[src/rtl/fetch_unit.sv]
// Instruction fetch stage: sync program-memory reads into a DEPTH-entry FIFO presented to decode.
// Optional macro FETCH_PERF_EN adds saturating handshake and stall counters.
module fetch_unit #(
    parameter int              PC_W      = 32,
    parameter int              I_W       = 32,
    parameter int              DEPTH     = 4,
    parameter int              MAX_INSTR = 10,
    parameter logic [PC_W-1:0] RESET_PC  = '0
) (
    input  logic                clk_in,
    input  logic                reset_in,
    input  logic                enable_in,
    input  logic                redirect_in,
    input  logic [PC_W-1:0]     redirect_pc_in,
    output logic                imem_rd_out,
    output logic [PC_W-3:0]     imem_addr_out,
    input  logic [I_W-1:0]      imem_data_in,
    output logic [I_W+PC_W-1:0] data_out,
    output logic                valid_out,
    input  logic                rdy_in,
    output logic                done_out
`ifdef FETCH_PERF_EN
    ,
    output logic [31:0]         fetched_cnt_out,
    output logic [31:0]         stall_cnt_out
`endif
);
    localparam int                PTR_W   = $clog2(DEPTH);
    localparam int                CNT_W   = PTR_W + 1;
    localparam logic [CNT_W:0]    DEPTH_V = (CNT_W+1)'(DEPTH);
    localparam logic [PC_W-3:0]   MAX_IDX = (PC_W-2)'(MAX_INSTR);

    typedef enum logic [1:0] {S_IDLE, S_FETCH, S_FULL, S_END} state_t;

    state_t                r_state, w_state_nxt;
    logic [PC_W-1:0]       r_pc;
    logic [PC_W-1:0]       r_tag_pc;
    logic                  r_inflight;
    logic [I_W+PC_W-1:0]   r_mem [DEPTH];
    logic [PTR_W-1:0]      r_wptr, r_rptr;
    logic [CNT_W-1:0]      r_count;

    logic [PC_W-3:0]       w_pc_idx, w_pc_nxt_idx;
    logic [CNT_W:0]        w_used, w_used_nxt;
    logic                  w_credit, w_issue, w_push, w_pop;

    assign w_pc_idx     = r_pc[PC_W-1:2];
    assign w_used       = {1'b0, r_count} + (CNT_W+1)'(r_inflight);
    assign w_credit     = w_used < DEPTH_V;
    assign w_issue      = (r_state == S_FETCH) && enable_in && !redirect_in &&
                          w_credit && (w_pc_idx < MAX_IDX);
    assign w_push       = r_inflight;
    assign w_pop        = valid_out && rdy_in;
    assign w_pc_nxt_idx = w_pc_idx + (PC_W-2)'(w_issue);
    // Occupancy after this edge, so the last credit spent moves straight to S_FULL.
    assign w_used_nxt   = w_used + (CNT_W+1)'(w_issue) - (CNT_W+1)'(w_pop);

    always_comb begin
        w_state_nxt = r_state;
        unique case (r_state)
            S_IDLE:  if (enable_in) w_state_nxt = S_FETCH;
            S_FETCH: begin
                if (!enable_in)                   w_state_nxt = S_IDLE;
                else if (w_pc_nxt_idx >= MAX_IDX) w_state_nxt = S_END;
                else if (w_used_nxt >= DEPTH_V)   w_state_nxt = S_FULL;
            end
            S_FULL: begin
                if (!enable_in)    w_state_nxt = S_IDLE;
                else if (w_credit) w_state_nxt = S_FETCH;
            end
            S_END:   w_state_nxt = S_END;
        endcase
        if (redirect_in) w_state_nxt = enable_in ? S_FETCH : S_IDLE;
    end

    always_ff @(posedge clk_in or negedge reset_in) begin
        if (!reset_in) begin
            r_state    <= S_IDLE;
            r_pc       <= RESET_PC;
            r_tag_pc   <= '0;
            r_inflight <= 1'b0;
            r_wptr     <= '0;
            r_rptr     <= '0;
            r_count    <= '0;
        end else begin
            r_state <= w_state_nxt;
            if (redirect_in) begin
                r_pc       <= redirect_pc_in;
                r_inflight <= 1'b0;
                r_wptr     <= '0;
                r_rptr     <= '0;
                r_count    <= '0;
            end else begin
                if (w_issue) begin
                    r_pc     <= r_pc + PC_W'(4);
                    r_tag_pc <= r_pc;
                end
                r_inflight <= w_issue;
                if (w_push) r_wptr <= r_wptr + PTR_W'(1);
                if (w_pop)  r_rptr <= r_rptr + PTR_W'(1);
                r_count <= r_count + CNT_W'(w_push) - CNT_W'(w_pop);
            end
        end
    end

    // NOTE: FIFO storage has no reset; data_out is masked while empty, so stale entries never show.
    always_ff @(posedge clk_in) begin
        if (w_push && !redirect_in) r_mem[r_wptr] <= {imem_data_in, r_tag_pc};
    end

    assign imem_rd_out   = w_issue;
    assign imem_addr_out = w_issue ? w_pc_idx : '0;
    assign valid_out     = (r_count != '0);
    assign data_out      = valid_out ? r_mem[r_rptr] : '0;
    assign done_out      = (r_state == S_END) && (r_count == '0) && !r_inflight;

`ifdef FETCH_PERF_EN
    logic [31:0] r_fetched_cnt, r_stall_cnt;

    always_ff @(posedge clk_in or negedge reset_in) begin
        if (!reset_in) begin
            r_fetched_cnt <= '0;
            r_stall_cnt   <= '0;
        end else begin
            if (w_pop && (r_fetched_cnt != '1))               r_fetched_cnt <= r_fetched_cnt + 32'd1;
            if ((r_state == S_FULL) && (r_stall_cnt != '1))   r_stall_cnt   <= r_stall_cnt + 32'd1;
        end
    end

    assign fetched_cnt_out = r_fetched_cnt;
    assign stall_cnt_out   = r_stall_cnt;
`endif
endmodule

[config.mk]
export PLATFORM = sky130hd
export DESIGN_NAME = fetch_unit
export DESIGN_NICKNAME = d
export VERILOG_FILES = /design/src/rtl/fetch_unit.sv
export SDC_FILE = /design/constraint.sdc
export NUM_CORES = 1
export LEC_CHECK = 0
export ABC_CLOCK_PERIOD_IN_PS = 5660
export BUFFER_PORTS_ARGS = -buffer_cell sky130_fd_sc_hd__buf_2
export CAP_MARGIN = 25
export CORE_ASPECT_RATIO = 2
export CORE_MARGIN = 5
export CORE_UTILIZATION = 46
export CTS_CLUSTER_DIAMETER = 150
export DETAILED_ROUTE_END_ITERATION = 7
export PLACE_DENSITY = 0.64
export SYNTH_ARGS = -nofsm -noshare
export SYNTH_HDL_FRONTEND = slang
export SYNTH_SLANG_ARGS = --single-unit
[constraint.sdc]
create_clock -name clk_in -period 5.66 [get_ports clk_in]
set_clock_uncertainty 0.15 [all_clocks]
set_input_delay 1.132 -clock clk_in [delete_from_list [all_inputs] [get_ports clk_in]]
set_output_delay 1.132 -clock clk_in [all_outputs]
set_load 0.05 [all_outputs]
Word level (Yosys, flattened, before mapping):

Memories as Yosys holds them, arrays and structs flattened.
Cells that the tools add are included.

* register bits: 74
* memory bits (writable): 256
* input bits: 69
* output and inout port bits: 97
* logic and storage cells: 67
* memories kept: 1

Memory list
* r_mem: words 4, width 64, rd ports 1, clocked after Yosys merged registers in 0, write ports 1, RTL line 39 `logic [I_W+PC_W-1:0] r_mem [DEPTH];`

* add/sub/neg operators: 9
* $lt $le $gt $ge: 4
* eq/ne operators: 6
* muxes and demuxes: 21
* bitwise gates (word level): 1
* reduce and logical (&&, ||, !) cells: 18

Operators with widths (count)
* 32-bit 2-to-1 mux: 2
* 64-bit 2-to-1 mux: 1
* 32-bit by 3-bit adder with 32-bit output (second input constant): 1
* 30-bit by 1-bit adder with 30-bit output: 1
* 30-bit by 4-bit greater-or-equal comparator with 1-bit output (second input constant): 1
* 30-bit by 4-bit less-than comparator with 1-bit output (second input constant): 1
* 30-bit 2-to-1 mux: 1
* 2-bit 2-to-1 mux: 11
* 1-bit logical AND: 8
* 2-bit case mux with 4 select lines: 1
* 2-bit nonzero test: 3
* 5-bit by 3-bit inequality test with 1-bit output (second input constant): 1
* 2-bit by 1-bit adder with 2-bit output (second input constant): 2
* 3-bit by 1-bit adder with 4-bit output: 1
* 4-bit by 1-bit adder with 4-bit output: 1
* 2-bit == test (second input constant): 2
* 4-bit by 3-bit greater-or-equal comparator with 1-bit output (second input constant): 1
* 4-bit by 3-bit less-than comparator with 1-bit output (second input constant): 1
* 1-bit 2-to-1 mux: 4
* 4-bit inequality test (second input constant): 1
* 4-bit by 1-bit subtractor with 4-bit output: 1
* 3-bit by 1-bit adder with 3-bit output: 1
* 3-bit zero test: 1
* 3-bit 2-to-1 mux: 1
* 9 further kinds: 10

Depth between registers and ports, before layout:

Gate-level depths: netlist (run 1).

* depth in word-level cells: 13
* depth in mapped cells: 16

Least setup slack after synthesis (run 1):

No wires, ideal clock.

* path kind: input to register
* from: in redirect_in
* to: reg r_state[1]
* data arrival time: 6.070 ns
* data required time: 5.388 ns
* slack: -0.681 ns
* cell stages on the path: 12
* cell sequence: clkbuf_1 -> nor4bb_1 -> nand3_1 -> nor3_1 -> ha_1 -> nand4_1 -> or4_4 -> or3_1 -> a311oi_1 -> nand4_1 -> or4_1 -> a32o_1

* cells in the longest elaborated chain, start to end: 10
* elaborated cells on any way between the ends: 17

Ends and longest elaborated chain
* from (decl): RTL line 13 `input logic redirect_in,`
* 1-bit zero test *: RTL line 50 `assign w_issue = (r_state == S_FETCH) && enable_in && !redirect_in &&`
* 1-bit logical AND * (2 in series): RTL line 50
* 1-bit logical AND *: RTL line 51 `w_credit && (w_pc_idx < MAX_IDX);`
* net imem_rd_out: RTL line 15 `output logic imem_rd_out,`
* 30-bit by 1-bit adder with 30-bit output: RTL line 54 `assign w_pc_nxt_idx = w_pc_idx + (PC_W-2)'(w_issue);`
* 30-bit by 4-bit greater-or-equal comparator with 1-bit output: RTL line 64 `else if (w_pc_nxt_idx >= MAX_IDX) w_state_nxt = S_END;`
* 2-bit 2-to-1 mux: RTL line 64
* 2-bit 2-to-1 mux: RTL line 63 `if (!enable_in) w_state_nxt = S_IDLE;`
* 2-bit case mux with 4 select lines: RTL line 60 `unique case (r_state)`
* 2-bit 2-to-1 mux: RTL line 73 `if (redirect_in) w_state_nxt = enable_in ? S_FETCH : S_IDLE;`
* to (signal assigned): RTL line 86 `r_state <= w_state_nxt;`
* to (decl): RTL line 35 `state_t r_state, w_state_nxt;`

Mark *: on every way through the listed nets, which the timed path passes. The rest lies on a longest branch.
A chain may end at the register's enable or synchronous reset.

Final worst setup path (run 1):

* from: reg r_inflight
* to: reg r_state[1]

* cells in the longest elaborated chain, start to end: 10
* elaborated cells on any way between the ends: 16

Ends and longest elaborated chain
* from (decl): RTL line 38 `logic r_inflight;`
* from (signal assigned): RTL line 98 `r_inflight <= w_issue;`
* 3-bit by 1-bit adder with 4-bit output *: RTL line 48 `assign w_used = {1'b0, r_count} + (CNT_W+1)'(r_inflight);`
* 4-bit by 3-bit less-than comparator with 1-bit output: RTL line 49 `assign w_credit = w_used < DEPTH_V;`
* 1-bit logical AND: RTL line 50
* 1-bit logical AND: RTL line 51
* 30-bit by 1-bit adder with 30-bit output: RTL line 54
* 30-bit by 4-bit greater-or-equal comparator with 1-bit output: RTL line 64
* 2-bit 2-to-1 mux: RTL line 64
* 2-bit 2-to-1 mux: RTL line 63
* 2-bit case mux with 4 select lines: RTL line 60
* 2-bit 2-to-1 mux: RTL line 73

Every way passes the cells marked *; elsewhere a longest branch is shown, timed or not.

==> flow_summary.yaml, run 1 <==
routing:
  drt_first_pass_iters: 5
  postRouteAntennaNets: 0
  totalWireLength_um: 28490
  wire_per_inst_um: 21.50
  route.detailed.drc: 0
  vias_per_cell: 5.454
  detail_route.iter0.violations: 376
  num_vias: 7226
pwr:
  ir_worst_vdd_uv: 280.4
  power_per_cell_area_mw_per_mm2: 397.1
  share_clk_of_total_power_pct: 31.7
  internal_power_mw: 4.289
  p_switching_mw: 1.968
  pwr-share-comb_pct: 24.4
  power.share.switching_pct: 31.45
  power.leakage_nw: 6.041
  power.total_mw: 6.257
  seqPwrFrac_pct: 44.0
sta:
  timing.final.max_slew_violations: 0
  setup_violations: 0
  final.setup.worst_slack_ps: 354.0
  setup_total_negative_slack_ps: 0
  tightest_slew_ps: 1028
  rsz_0062_raised_after_global_routing: "no"
  min_period_over_period_pct: 93.74
  period_minus_slack_ps: 5306
  max_freq_ghz: 0.1885
  slew_headroom_pct: 31.47
  hold_violations: 0
clocking:
  tritoncts: "done"
  cts_made_buffers: 28
  clock-sinks: 330
  post-cts-setup-buffers: 0
  clkLatencyLatePin_ps: 540
  cts.hold.buffers_added: 0
  cts_root_buf: "sky130_fd_sc_hd__clkbuf_16"
  worst_setup_hold_path_clk_slew_ps: 70
  h-tree-depth: 1
  clock_tree.buffer_depth: 3
layout:
  post_layout_nonfiller_instances: 1325
  drive_above_1_share_pct: 32.50
  syn_to_final_growth_pct: 15.56
  final_core_util_pct: 53.60
  finish.net_count: 1024
worst_setup_path:
  cpLargestDelayFamily: "simple AND/OR/NAND/NOR gates"
  crit_path_frequent_cell: "sky130_fd_sc_hd__ha_1"
  crit_type: "flop to flop"
  critical_path.slowest_cell: "sky130_fd_sc_hd__or4_1"
  crit_path_start_kind: "flop"
  reg2reg_from: "r_inflight"
  worstPathBufferInverterCount: 0
  cp_slowest_stage_delay_ps: 570
  timing.critical_path.from: "r_inflight"
  setup.worst_path.end_class: "flop"
  arrival_ps: 5590
  cp.required_ps: 5940
  path_max_fanout: 6
  critical_path.cell_chain: "ha_1 > ha_1 > xnor2_1 > ha_1 > nor4b_1 > nand4_1 > nor3_4 > ha_1 > ha_1 > nand4_1 > nor2_1 > mux2_2 > a2111oi_1 > nand4_1 > or4_1 > a32o_1"
logic_synthesis:
  synth_ff_type: "sky130_fd_sc_hd__edfxtp_1"
  synth.ff_latch_count: 330
  ys_seq_area_share_pct: 69.96
  netlist_instances: 789
  syn_area_mm2: 0.01363
  yosysUniqueCellTypes: 53
  synth-warning-count: 0
  ys_async_sr_fraction_pct: 22.42
  syn_avg_cell_area_um2: 17.28
  synth_edf_count: 256
placed_design:
  place.gp.congestion: 0.9545
  portbufs: 139
  post-dp-hpwl_um: 17920
  numPlacedInstances: 1269
  dp_worst_setup_slack_ps: 211.6
floorplanning:
  dieArea_mm2: 0.03339
  pin_count: 166
  placeableCoreArea_mm2: 0.02940
  row_count: 89
  die_height_um: 253.5
  initial_utilization_pct: 46.38
  die_width_um: 131.7
status:
  outcome: "finished, final reports clean"
hold_path:
  hp-class: "flop to flop"
  timing.hold.worst.start: "r_pc[1]"
job:
  timing.max_cap.violations: 0
global_route:
  grt_pass1_vias: 7839
  grtUsageTotal_pct: 16.97
  grt_first_pass_wirelength_um: 44070
  grt_max_degree: 68
  grt_overflow: 0
  number_of_antenna_violations_at_the_first_check_in_global_routing: 1
metal layers:
metal	track usage (%)	wire (um)	up-vias	part of all wire, %
li1	-	-	3299	-
met1	17.79	10020	3665	35
met2	32.96	15970	202	56
met3	2.575	1261	60	4.4
met4	7.620	1236	0	4.3
met5	0	0	-	0
final cells by class:
type                    count  area, um^2
flip-flops and latches    330        9544
repair buffers            158       913.4
multi-input cells         403        3809
clock buffers              38       809.5
inverters                  17       63.81
clock inverters            14       158.9
diodes                      1       2.502
well taps                 364       455.4
fillers                  2462       13640
final timing paths:
| check | cells after the start | to | slack [ps] |
|---|---|---|---|
| max reg2reg | 16 | r_state[1] | 350 |
| min | 1 | r_tag_pc[1] | 350 |
| max in group asynchronous | 2 | r_wptr[1] | 4020 |
| min in group asynchronous | 1 | r_tag_pc[11] | 470 |
| max | 16 | r_state[1] | 350 |
| min reg2reg | 1 | r_tag_pc[1] | 350 |
cells by family after synthesis:
family / after synthesis / share of synthesized area, %
xor+xnor: 12 / 0.7708
compound gates: 38 / 2.010
buf+inv: 81 / 3.001
flops: 330 / 69.96
simple gates: 210 / 9.103
mux: 100 / 13.51
other cells: 1 / 0.02750
fa+ha+maj: 17 / 1.615
through the flow:
| step | hold slack [ps] | instance area [um^2] |
|---|---|---|
| floorplan | 318.7 | 13740 |
| global placement | 332.4 | 14700 |
| detailed placement | 342.1 | 14700 |
| CTS | 358.0 | 15670 |
| global route | 374.0 | 15760 |
| finish | 354.5 | 15760 |
registers in the layout, indices dropped and copies added, names as in the netlist:
signal / count
r_mem: 256
r_pc: 32
r_tag_pc: 32
r_count: 3
r_rptr: 2
r_state: 2
r_wptr: 2
r_inflight: 1
synthesized netlist by cell type (3+ instances only):
library cell | instances | area [um^2]
sky130_fd_sc_hd__edfxtp_1 | 256 | 7687
sky130_fd_sc_hd__dfrtp_1 | 74 | 1852
sky130_fd_sc_hd__and2_1 | 73 | 456.7
sky130_fd_sc_hd__mux4_2 | 64 | 1441
sky130_fd_sc_hd__mux2_2 | 32 | 360.4
sky130_fd_sc_hd__nor2b_1 | 31 | 193.9
sky130_fd_sc_hd__buf_4 | 28 | 210.2
sky130_fd_sc_hd__clkbuf_1 | 28 | 105.1
sky130_fd_sc_hd__nand2_1 | 18 | 67.56
sky130_fd_sc_hd__inv_1 | 17 | 63.81
sky130_fd_sc_hd__ha_1 | 16 | 200.2
sky130_fd_sc_hd__nor4_1 | 15 | 93.84
sky130_fd_sc_hd__nor2_1 | 14 | 52.55
sky130_fd_sc_hd__nand4_1 | 13 | 81.33
sky130_fd_sc_hd__o21ai_0 | 12 | 60.06
sky130_fd_sc_hd__nand3_1 | 11 | 55.05
sky130_fd_sc_hd__nor3_1 | 10 | 50.05
sky130_fd_sc_hd__buf_1 | 8 | 30.03
sky130_fd_sc_hd__xnor2_1 | 7 | 61.31
sky130_fd_sc_hd__and3_1 | 6 | 37.54
sky130_fd_sc_hd__xor2_1 | 5 | 43.79
sky130_fd_sc_hd__mux2i_1 | 4 | 40.04
sky130_fd_sc_hd__or3_1 | 4 | 25.02
sky130_fd_sc_hd__a31oi_1 | 3 | 18.77
sky130_fd_sc_hd__nand2b_1 | 3 | 18.77
sky130_fd_sc_hd__nor3b_1 | 3 | 22.52
sky130_fd_sc_hd__o211ai_1 | 3 | 22.52
layout by cell type (no fill, tap or decap), types with 3 or more instances in the layout:
cell,count
sky130_fd_sc_hd__inv_1,17
sky130_fd_sc_hd__mux2i_1,4
sky130_fd_sc_hd__or3_1,3
sky130_fd_sc_hd__clkbuf_16,29
sky130_fd_sc_hd__o211ai_1,3
sky130_fd_sc_hd__nor2_1,14
sky130_fd_sc_hd__and2_1,69
sky130_fd_sc_hd__and3_1,6
sky130_fd_sc_hd__nor4_1,15
sky130_fd_sc_hd__o21ai_0,12
sky130_fd_sc_hd__dfrtp_1,72
sky130_fd_sc_hd__clkinvlp_4,4
sky130_fd_sc_hd__nor2b_1,31
sky130_fd_sc_hd__xnor2_1,7
sky130_fd_sc_hd__a31oi_1,3
sky130_fd_sc_hd__nor3_1,8
sky130_fd_sc_hd__clkbuf_1,4
sky130_fd_sc_hd__mux4_2,64
sky130_fd_sc_hd__xor2_1,5
sky130_fd_sc_hd__edfxtp_1,256
sky130_fd_sc_hd__clkinv_1,3
sky130_fd_sc_hd__buf_16,3
sky130_fd_sc_hd__clkbuf_8,5
sky130_fd_sc_hd__nand3_1,11
sky130_fd_sc_hd__and2_4,4
sky130_fd_sc_hd__buf_4,16
sky130_fd_sc_hd__buf_2,138
sky130_fd_sc_hd__mux2_2,32
sky130_fd_sc_hd__bufinv_16,3
sky130_fd_sc_hd__nor3b_1,3
sky130_fd_sc_hd__nand4_1,13
sky130_fd_sc_hd__nand2_1,18
sky130_fd_sc_hd__conb_1,26
sky130_fd_sc_hd__ha_1,16
sky130_fd_sc_hd__nand2b_1,3
power groups by stage:
stage	Combinational, mW	Clock (mW)	Sequential [mW]
6_report	1.53	1.98	2.75
5_1_grt	1.64	2.14	2.77
4_1_cts	1.57	2.04	2.76
3_5_place_dp	1.57	0	2.81
3_3_place_gp	1.57	0	2.81
2_1_floorplan	1.25	0	2.72
worst register-to-register path: cells and delay by family (launching register included):
| family | cells | cell delay [ps] |
|---|---|---|
| adder cells (fa/ha/maj) | 5 | 1370 |
| XOR/XNOR | 1 | 230 |
| flip-flops | 1 | 460 |
| AND/OR/NAND/NOR | 7 | 1970 |
| multiplexers | 1 | 350 |
| AO/OA/AOI/OAI | 2 | 680 |
timing repair:
| action | 4_1_cts | 5_1_grt |
|---|---|---|
| hold endpoints to repair | 0 | 0 |
| resized for setup | 0 | 1 |
| setup endpoints to repair | 0 | 1 |
(Power assumes the default switching activity.)
==> run 2, diff against run 1 <==
--- a/config.mk
+++ b/config.mk
@@ -8,12 +8,15 @@
 export ABC_CLOCK_PERIOD_IN_PS = 5660
 export BUFFER_PORTS_ARGS = -buffer_cell sky130_fd_sc_hd__buf_2
 export CAP_MARGIN = 25
+export CELL_PAD_IN_SITES_DETAIL_PLACEMENT = 0
+export CELL_PAD_IN_SITES_GLOBAL_PLACEMENT = 1
 export CORE_ASPECT_RATIO = 2
 export CORE_MARGIN = 5
 export CORE_UTILIZATION = 46
 export CTS_CLUSTER_DIAMETER = 150
 export DETAILED_ROUTE_END_ITERATION = 7
-export PLACE_DENSITY = 0.64
+export GPL_TIMING_DRIVEN = 1
+export PLACE_DENSITY = 0.73
 export SYNTH_ARGS = -nofsm -noshare
 export SYNTH_HDL_FRONTEND = slang
 export SYNTH_SLANG_ARGS = --single-unit
==> run 2 against run 1 <==
Net effect: sequential cell count unchanged; clock-buffer cell count increased by 2; routed wire length decreased by 2.6%; cell count decreased by 0.60%; combinational power about the same; non-clock buffer count decreased by 4; hold slack got worse by 2.3 ps; first-iteration DRC count decreased by 6.1%; worst setup slack improved by 26 ps; cell area decreased by 0.71%; utilization decreased by 0.38 points; sequential power about the same.
==> flow_summary.yaml, run 2 (synthesis gave the netlist of run 1 again) <==
status:
  outcome: "finished, final reports clean"
job:
  timing.max_cap.violations: 0
floorplanning:
  initial_utilization_pct: 46.38
  pin_count: 166
  dieArea_mm2: 0.03339
  die_width_um: 131.7
  row_count: 89
  placeableCoreArea_mm2: 0.02940
  die_height_um: 253.5
routing:
  met2_wirelength_um: 15570
  met1Wirelength_um: 9997
  wire_per_inst_um: 21.07
  num_vias: 7170
  route.detailed.drc: 0
  top_signal_layer_used: "met4"
  totalWireLength_um: 27750
  detailroute.wirelength.met3_um: 1243
  postRouteAntennaNets: 0
  drt_first_pass_iters: 4
  vias_per_cell: 5.444
  detail_route.iter0.violations: 353
sta:
  hold_violations: 0
  max_freq_ghz: 0.1894
  rsz_0062_raised_after_global_routing: "no"
  min_period_over_period_pct: 93.29
  timing.final.max_slew_violations: 0
  tightest_slew_ps: 1045
  setup_violations: 0
  period_minus_slack_ps: 5280
  slew_headroom_pct: 30.31
  setup_total_negative_slack_ps: 0
global_route:
  grt_overflow: 0
  number_of_antenna_violations_at_the_first_check_in_global_routing: 0
  grt_max_degree: 67
  grt_pass1_vias: 7854
  grt_first_pass_wirelength_um: 43740
  grtUsageTotal_pct: 16.61
worst_setup_path:
  arrival_ps: 5550
  cpLargestDelayFamily: "simple AND/OR/NAND/NOR gates"
  critPathCapture: "r_state[1]"
  cp.required_ps: 5930
  setup.worst_path.end_class: "flop"
  r2r.worst_path.cells: 16
  crit_type: "flop to flop"
  timing.critical_path.from: "r_inflight"
  critical_path.slowest_cell: "sky130_fd_sc_hd__or4_1"
  worst_r2r_endpoint: "r_state[1]"
  reg2reg_from: "r_inflight"
  crit_path_frequent_cell: "sky130_fd_sc_hd__ha_1"
  worstPathBufferInverterCount: 0
  critical_path.cell_chain: "ha_1 > ha_1 > xnor2_1 > ha_1 > nor4b_1 > nand4_1 > nor3_4 > ha_1 > ha_1 > nand4_1 > nor2_1 > mux2_2 > a2111oi_0 > nand4_1 > or4_1 > a32o_1"
  regToRegSetupSlack_ps: 380
  critical_path_cell_count: 16
  cp_slowest_stage_delay_ps: 580
  crit_path_start_kind: "flop"
  path_max_fanout: 6
clocking:
  clock-sinks: 330
  clkLatencyLatePin_ps: 540
  tritoncts: "done"
  h-tree-depth: 1
  post-cts-setup-buffers: 0
  cts_made_buffers: 27
  worst_setup_hold_path_clk_slew_ps: 70
  cts_root_buf: "sky130_fd_sc_hd__clkbuf_16"
  clock_tree.buffer_depth: 3
  cts-resized-gates: 0
  cts.hold.buffers_added: 0
pwr:
  power.leakage_nw: 5.999
  ir_worst_vdd_uv: 283.5
  power_per_cell_area_mw_per_mm2: 397.5
layout:
  filler_cell_count: 2445
  multi_input_comb_area_mm2: 0.003807
  largest_register_ffs: 256
  sequential_cell_area_in_the_final_layout_mm2: 0.009544
  syn_to_final_growth_pct: 14.74
  registers.top_by_ff_count: "r_mem"
  antenna_cells_inserted: 0
  largestRegisters: "r_mem (256), r_pc (32), r_tag_pc (32)"
  final_core_util_pct: 53.21
  drive_above_1_share_pct: 31.90
  final_cell_mix: "sky130_fd_sc_hd__edfxtp_1 (256), sky130_fd_sc_hd__buf_2 (138), sky130_fd_sc_hd__dfrtp_1 (72)"
  finish.net_count: 1019
  final_common_cell: "sky130_fd_sc_hd__edfxtp_1"
placed_design:
  portbufs: 139
  place.gp.congestion: 0.8707
  post-dp-hpwl_um: 17170
hold_path:
  hp-class: "flop to flop"
-- run 2: where the power goes --
group          leakage, nW  switching [mW]  internal [mW]
clock network        0.451           0.813           1.13
registers             3.44           0.141           2.63
logic                 2.10           0.986          0.512
-- run 2: final cells by class --
type                    instances  area share [%]
well taps                     364           2.911
repair buffers                154           5.391
flip-flops and latches        330           61.01
multi-input cells             403           24.34
clock inverters                 9          0.9918
inverters                      17          0.4079
clock buffers                  40           4.951
-- run 2: how the worst min path moves through the flow --
stage | startpoint | end | slack, ps | cells after the start
floorplan | r_tag_pc[10] | r_mem[0][10] | 320 | 0
global placement | r_tag_pc[17] | r_mem[0][17] | 330 | 0
detailed placement | r_tag_pc[21] | r_mem[0][21] | 350 | 0
CTS | r_pc[1] | r_tag_pc[1] | 360 | 1
global route | r_pc[0] | r_pc[0] | 380 | 1
finish | r_pc[1] | r_tag_pc[1] | 350 | 1
-- run 2: metrics by stage --
| stage | total power [mW] | hold WS, ps | instance area (um^2) | cells | worst slack, ps |
|---|---|---|---|---|---|
| 2_1_floorplan | 3.968 | 318.7 | 13740 | 814 | 71.28 |
| 3_3_place_gp | 4.365 | 330.2 | 14690 | 1267 | 391.3 |
| 3_5_place_dp | 4.366 | 346.1 | 14690 | 1267 | 277.5 |
| 4_1_cts | 6.313 | 363.6 | 15620 | 1316 | 296.4 |
| 5_1_grt | 6.505 | 376.6 | 15640 | 1317 | 38.82 |
| 6_report | 6.218 | 352.2 | 15640 | 1317 | 379.9 |
-- run 2: per-layer routing --
layer / vias up / global-route usage, %
met2: 191 / 32.50
met4: 0 / 6.149
met5: - / 0
met3: 51 / 2.456
met1: 3654 / 17.86
li1: 3274 / -
